**src/rtl/com_pkg.sv**
```systemverilog
// com_pkg: shared constants and types for the UART transmit arbiter.
//   state_t      - arbiter FSM encoding (IDLE / LOAD / SEND)
//   NREQ_DEF     - default requester count
//   GAP_MAX_DEF  - default mid-packet idle tolerance, in CLK cycles
//   CLK_FREQ     - system clock, Hz
//   BAUD         - uart_tx line rate; BAUD_DIV is the clocks-per-bit ratio
//   idx_w()      - width of a requester index (never below 1 bit)
package com_pkg;

    typedef enum logic [1:0] {
        ST_IDLE = 2'd0,
        ST_LOAD = 2'd1,
        ST_SEND = 2'd2
    } state_t;

    localparam int NREQ_DEF    = 4;
    localparam int GAP_MAX_DEF = 1200;   // 100 us at 12 MHz
    localparam int CLK_FREQ    = 12_000_000;
    localparam int BAUD        = 115200;
    localparam int BAUD_DIV    = CLK_FREQ / BAUD;

    function automatic int idx_w(input int n);
        return (n > 1) ? $clog2(n) : 1;
    endfunction

endpackage

```
**src/rtl/rr_pick.sv**
```systemverilog
// rr_pick: combinational round-robin selector.
//   req   - request vector
//   ptr   - index of the last winner; the search starts at ptr+1
//   grant - one-hot winner (all zero when nothing requests)
//   idx   - binary index of the winner
//   valid - at least one request present
module rr_pick
    import com_pkg::*;
#(
    parameter int  NREQ = NREQ_DEF,
    localparam int IW   = idx_w(NREQ)
) (
    input  logic [NREQ-1:0] req,
    input  logic [IW-1:0]   ptr,
    output logic [NREQ-1:0] grant,
    output logic [IW-1:0]   idx,
    output logic            valid
);

    logic [IW-1:0] pos;

    // Walk ptr+1 .. ptr+NREQ (mod NREQ); the last candidate is ptr itself,
    // so the previous winner only wins again when nobody else asks.
    always_comb begin
        grant = '0;
        idx   = '0;
        valid = 1'b0;
        pos   = '0;
        for (int k = 1; k <= NREQ; k++) begin
            pos = IW'((int'(ptr) + k) % NREQ);
            if (!valid && req[pos]) begin
                valid      = 1'b1;
                idx        = pos;
                grant[pos] = 1'b1;
            end
        end
    end

endmodule

```
**src/rtl/tx_arb.sv**
```systemverilog
// tx_arb: packet-level round-robin arbiter in front of one external uart_tx.
//   CLK, RST  - single clock, synchronous active-high reset
//   REQ       - per-requester byte valid, held until ACK
//   LAST      - per-requester end-of-packet flag, qualified by REQ
//   DATA      - per-requester byte, requester i on DATA[8i+7:8i]
//   ACK       - one-cycle pulse, byte taken
//   GRANT     - one-hot packet owner, zero when idle
//   TX_START  - start strobe to uart_tx, held until TX_BUSY seen high
//   TX_DATA   - byte to uart_tx
//   TX_BUSY   - busy flag from uart_tx
// A grant lasts for a whole packet (through the LAST byte) so packets never
// interleave; an owner that stalls mid-packet for GAP_MAX cycles loses it.
module tx_arb
    import com_pkg::*;
#(
    parameter int NREQ    = NREQ_DEF,
    parameter int GAP_MAX = GAP_MAX_DEF
) (
    input  logic              CLK,
    input  logic              RST,
    input  logic [NREQ-1:0]   REQ,
    input  logic [NREQ-1:0]   LAST,
    input  logic [8*NREQ-1:0] DATA,
    output logic [NREQ-1:0]   ACK,
    output logic [NREQ-1:0]   GRANT,
    output logic              TX_START,
    output logic [7:0]        TX_DATA,
    input  logic              TX_BUSY
);

    localparam int IW = idx_w(NREQ);
    localparam int GW = $clog2(GAP_MAX + 1);

    state_t          state_q, state_n;
    logic [NREQ-1:0] grant_q, grant_n;
    logic [NREQ-1:0] ack_q, ack_n;
    logic            start_q, start_n;
    logic [7:0]      data_q, data_n;
    logic            last_q, last_n;
    logic [GW-1:0]   gap_q, gap_n;
    logic [IW-1:0]   ptr_q, ptr_n;
    logic [IW-1:0]   gidx_q, gidx_n;

    logic [NREQ-1:0] pick_grant;
    logic [IW-1:0]   pick_idx;
    logic            pick_valid;

    rr_pick #(.NREQ(NREQ)) u_pick (
        .req   (REQ),
        .ptr   (ptr_q),
        .grant (pick_grant),
        .idx   (pick_idx),
        .valid (pick_valid)
    );

    always_ff @(posedge CLK) begin
        if (RST) begin
            state_q <= ST_IDLE;
            grant_q <= '0;
            ack_q   <= '0;
            start_q <= 1'b0;
            data_q  <= 8'h00;
            last_q  <= 1'b0;
            gap_q   <= '0;
            ptr_q   <= IW'(NREQ - 1);   // requester 0 is searched first
            gidx_q  <= '0;
        end else begin
            state_q <= state_n;
            grant_q <= grant_n;
            ack_q   <= ack_n;
            start_q <= start_n;
            data_q  <= data_n;
            last_q  <= last_n;
            gap_q   <= gap_n;
            ptr_q   <= ptr_n;
            gidx_q  <= gidx_n;
        end
    end

    always_comb begin
        state_n = state_q;
        grant_n = grant_q;
        ack_n   = '0;
        start_n = start_q;
        data_n  = data_q;
        last_n  = last_q;
        gap_n   = gap_q;
        ptr_n   = ptr_q;
        gidx_n  = gidx_q;

        case (state_q)
            ST_IDLE: begin
                if (pick_valid) begin
                    grant_n = pick_grant;
                    gidx_n  = pick_idx;
                    gap_n   = '0;
                    state_n = ST_LOAD;
                end
            end

            ST_LOAD: begin
                if (REQ[gidx_q]) begin
                    data_n  = DATA[{gidx_q, 3'b000} +: 8];
                    last_n  = LAST[gidx_q];
                    ack_n   = grant_q;
                    gap_n   = '0;
                    state_n = ST_SEND;
                end else if (gap_q == GW'(GAP_MAX - 1)) begin
                    // Owner went quiet mid-packet: drop it, no ACK.
                    grant_n = '0;
                    ptr_n   = gidx_q;
                    gap_n   = '0;
                    state_n = ST_IDLE;
                end else begin
                    gap_n = gap_q + 1'b1;
                end
            end

            ST_SEND: begin
                // REQ is ignored here: the latched byte goes out regardless.
                if (!TX_BUSY && !start_q) begin
                    start_n = 1'b1;
                end else if (TX_BUSY && start_q) begin
                    start_n = 1'b0;
                    if (last_q) begin
                        grant_n = '0;
                        ptr_n   = gidx_q;
                        state_n = ST_IDLE;
                    end else begin
                        state_n = ST_LOAD;
                    end
                end
            end

            default: begin
                grant_n = '0;
                start_n = 1'b0;
                state_n = ST_IDLE;
            end
        endcase
    end

    assign ACK      = ack_q;
    assign GRANT    = grant_q;
    assign TX_START = start_q;
    assign TX_DATA  = data_q;

endmodule

```
**config.mk**
```make
export PLATFORM = sky130hd
export DESIGN_NAME = tx_arb
export DESIGN_NICKNAME = d
export VERILOG_FILES = /design/src/rtl/com_pkg.sv /design/src/rtl/rr_pick.sv /design/src/rtl/tx_arb.sv
export SDC_FILE = /design/constraint.sdc
export NUM_CORES = 1
export LEC_CHECK = 0
export CAP_MARGIN = 20
export CORE_MARGIN = 5
export CORE_UTILIZATION = 35
export DETAILED_ROUTE_END_ITERATION = 10
export SLEW_MARGIN = 20
export SYNTH_ARGS = -nofsm -noshare
export SYNTH_HDL_FRONTEND = slang
export SYNTH_SLANG_ARGS = --single-unit
```
**constraint.sdc**
```tcl
create_clock -name CLK -period 8.1 [get_ports CLK]
set_clock_uncertainty 0.05 [all_clocks]
set_input_delay 1.62 -clock CLK [delete_from_list [all_inputs] [get_ports CLK]]
set_output_delay 1.62 -clock CLK [all_outputs]
set_load 0.02 [all_outputs]
```
==> flow_metrics.tcl <==
set metrics [dict create \
    run_status "finished clean" \
    min_path_type "register to register" \
    startpoint_type "primary input" \
    synth_area_sq_mm 0.00224 \
    grt_pass1_wl_um 9330 \
    setup_repair_after_global_routing_missed_its_margin "false" \
    path_cells "clkdlybuf4s50_1 > mux4_2 > nor4_4 > o32ai_1 > a221o_1" \
    post_synth.cell_area_avg_sq_um 9.16 \
    finalHoldViolCount 0 \
    worst_setup_path_startpoint "REQ[0]" \
    ys_types 51 \
    timing.critical_path.slowest_stage_cell "mux4_2" \
    worstSetupPathType "primary input to register" \
    input_output_buffers 59 \
    cp_slowest_stage_delay_ns 0.65 \
    final-max-slew-violation-count 0 \
    setup_viol 0 \
    worst_slew_margin_rel_pct 46.2 \
    tritoncts "built" \
    cell_count_after_synthesis 245 \
    r2r_start "ptr_q[0]" \
    hold-path-cell-count 2 \
    grt_antenna_before_repair 0 \
    synthArstFlopShare_pct 0 \
    detail_route.drc_violations 0 \
    edff_count_synth 0 \
    timing_worst_slew_pin_value_ns 0.805 \
    post_cts.repair.setup_buffers 0 \
    globalRouteOverflowTotal 0 \
    final_period_minus_worst_setup_slack_ns 3.63 \
    boundaryPins 60 \
    crit-reg2reg-capture "GRANT[3]" \
    post_route_utilization_pct 47.2 \
    core_area_sq_mm 0.00628 \
    worst_setup_path_end_kind "register" \
    chipWidth_um 90.1 \
    first_iter_violations 74 \
    hold_wc_startpoint "TX_DATA[4]" \
    pin_count_of_the_biggest_net_entering_global_routing 21 \
    track_usage_pct 13.9 \
    arrival_time_worst_endpoint_ns 3.76 \
    cts_hold_repair.buffers 0 \
    dr.pass1.iters 4 \
    routed_wire_length_per_instance_um 15.1 \
    total_number_of_yosys_warnings 0 \
    timing.reg2reg.worst_path_depth 7 \
    hold-worst-slack_ns 0.449 \
    antenna_cells 0 \
    worstPathMaxFanout 13 \
    setup_slack_on_the_worst_flop_to_flop_path_ns 5.27 \
    die_area_sq_mm 0.00811 \
    critical_path.top_delay_family "multiplexers" \
    synth_seq_cells 35 \
    fp.dieH_um 90.1 \
    worstSkewPairLatency_ns 0.29 \
    postCtsResizedCells 0 \
    path_clk_slew_ns 0.06 \
    nets_in_the_synthesized_netlist 299 \
    fin_setup_tns_ns 0 \
    clock_tree.buffer_depth 2 \
    worst_ir_drop_vdd_v 0.0000628 \
    timing.max_cap.violations 0 \
    areaGrowthSynthToFinish_pct 32.0 \
    finalPower_w 0.000432 \
    ys.flop_type "dfxtp_1" \
    weighted_congestion_at_the_end_of_routability_driven_global_placement 0.834 \
    cts.root.buffer_cell "clkbuf_8" \
    ant_nets 0 \
    holdPathEnd "TX_DATA[4]" \
    path_buf_inv 1 \
    number_of_clock_sinks 35 \
    power.density_cell_area_mw_per_mm2 146 \
    first_global_vias 1919 \
    drive_above_1_share_pct 7.72 \
    seq_total_area_yosys_pct 31.2 \
    vias_per_cell 5.38 \
    worst_ep_required_time_ns 8.23 \
    detailroute.via_count 2019 \
    layout_worst_path_cycle_share_pct 44.8 \
    tritoncts.num_buffers 5 \
    power_leakage_nw 1.12 \
    clock.fmax_mhz 275 \
    rows 29 \
    place.detailed.hpwl_um 4330 \
    num-nets-final 351 \
    wl_um 5660 \
    initial_core_util_pct 35.7 \
    htree_levels 2 \
]
[cells in the final DEF (no fill, tap or decap), types with 2 or more instances in the layout]
cell,instances
clkdlybuf4s50_1,59
dfxtp_1,35
nor2_1,35
mux2i_1,17
nand2_1,13
ha_1,11
mux4_2,10
nor2b_1,9
inv_1,8
and3_1,8
a21oi_1,8
nor3_1,6
a31oi_1,5
xnor2_1,5
xor2_1,5
clkbuf_8,5
nand4_1,4
o211ai_1,4
a311oi_1,4
a221o_1,4
a211oi_1,3
a32o_1,3
o21ai_1,2
nor3b_1,2
o21ai_0,2
mux2_2,2
nand3_1,2
or3_1,2
[power breakdown]
part / internal [W] / switching [W]
clock network: 0.0000600 / 0.0000634
logic: 0.0000610 / 0.0000510
registers: 0.000183 / 0.0000142
[state kept, by name (all words and copies together), names as in the netlist]
name and cells:
TX_DATA 8, gap_q 11, gidx_q 2, GRANT 4, state_q 2, ACK 4, last_q 1, TX_START 1
ptr_q 2
[worst min-delay path: cells and delay by family (launching register included)]
kind / cells / cell delay [ns]
flip-flops: 1 / 0.33
multiplexers: 1 / 0.07
AND/OR/NAND/NOR: 1 / 0.07
[metrics by stage]
stage | cells | setup WS [ns] | cell area, sq um
after global placement | 367 | 4.23 | 2880
final | 375 | 4.47 | 2960
after detailed placement | 367 | 4.16 | 2880
after global routing | 375 | 4.37 | 2960
after CTS | 375 | 4.46 | 2960
after floorplan | 245 | 4.96 | 2240
[final cells by class]
cell class	count	area, sq um
multi-input combinational	187	1450
sequential	35	701
timing repair buffer	59	591
clock inverter	2	12.5
inverter	9	33.8
tap	77	96.3
fill	633	3320
clock buffer	6	72.6
[routing by layer]
metal	up-vias	global-route usage (%)	wire length (um)
met3	6	2.84	199
met5	-	0	0
met4	0	5.71	78
li1	1011	-	-
met2	39	22.4	2830
met1	963	18.0	2560
[synth_stat cells (2+ instances only)]
library cell / instances / area, sq um
dfxtp_1: 35 / 701
nor2_1: 35 / 131
mux2i_1: 17 / 170
nand2_1: 13 / 48.8
clkbuf_1: 11 / 41.3
ha_1: 11 / 138
mux4_2: 10 / 225
nor2b_1: 9 / 56.3
a21oi_1: 8 / 40.0
and3_1: 8 / 50.1
inv_1: 8 / 30.0
nor3_1: 6 / 30.0
a31oi_1: 5 / 31.3
xnor2_1: 5 / 43.8
xor2_1: 5 / 43.8
a221o_1: 4 / 40.0
a311oi_1: 4 / 35.0
nand4_1: 4 / 25.0
o211ai_1: 4 / 30.0
a211oi_1: 3 / 22.5
a32o_1: 3 / 30.0
buf_2: 2 / 10.0
mux2_2: 2 / 22.5
nand3_1: 2 / 10.0
nor3b_1: 2 / 15.0
o21ai_0: 2 / 10.0
o21ai_1: 2 / 10.0
or3_1: 2 / 12.5
[how the worst max path moves through the flow]
| stage | endpoint | slack, ns | cells after the start |
|---|---|---|---|
| after detailed placement | GRANT[2] | 4.16 | 5 |
| after global routing | GRANT[1] | 4.37 | 5 |
| final | GRANT[2] | 4.47 | 5 |
| after CTS | GRANT[2] | 4.46 | 5 |
| after floorplan | GRANT[3] | 4.96 | 5 |
| after global placement | GRANT[2] | 4.23 | 5 |
[cell families after synthesis]
kind of cell    count (synthesis)  synth area share [%]
simple gates                   92                  21.4
compound gates                 45                  14.8
flops                          35                  31.2
mux                            29                  18.6
buf+inv                        23                  3.96
fa+ha+maj                      11                  6.13
xor+xnor                       10                  3.90
No activity file was read; power rests on OpenSTA's default activity.
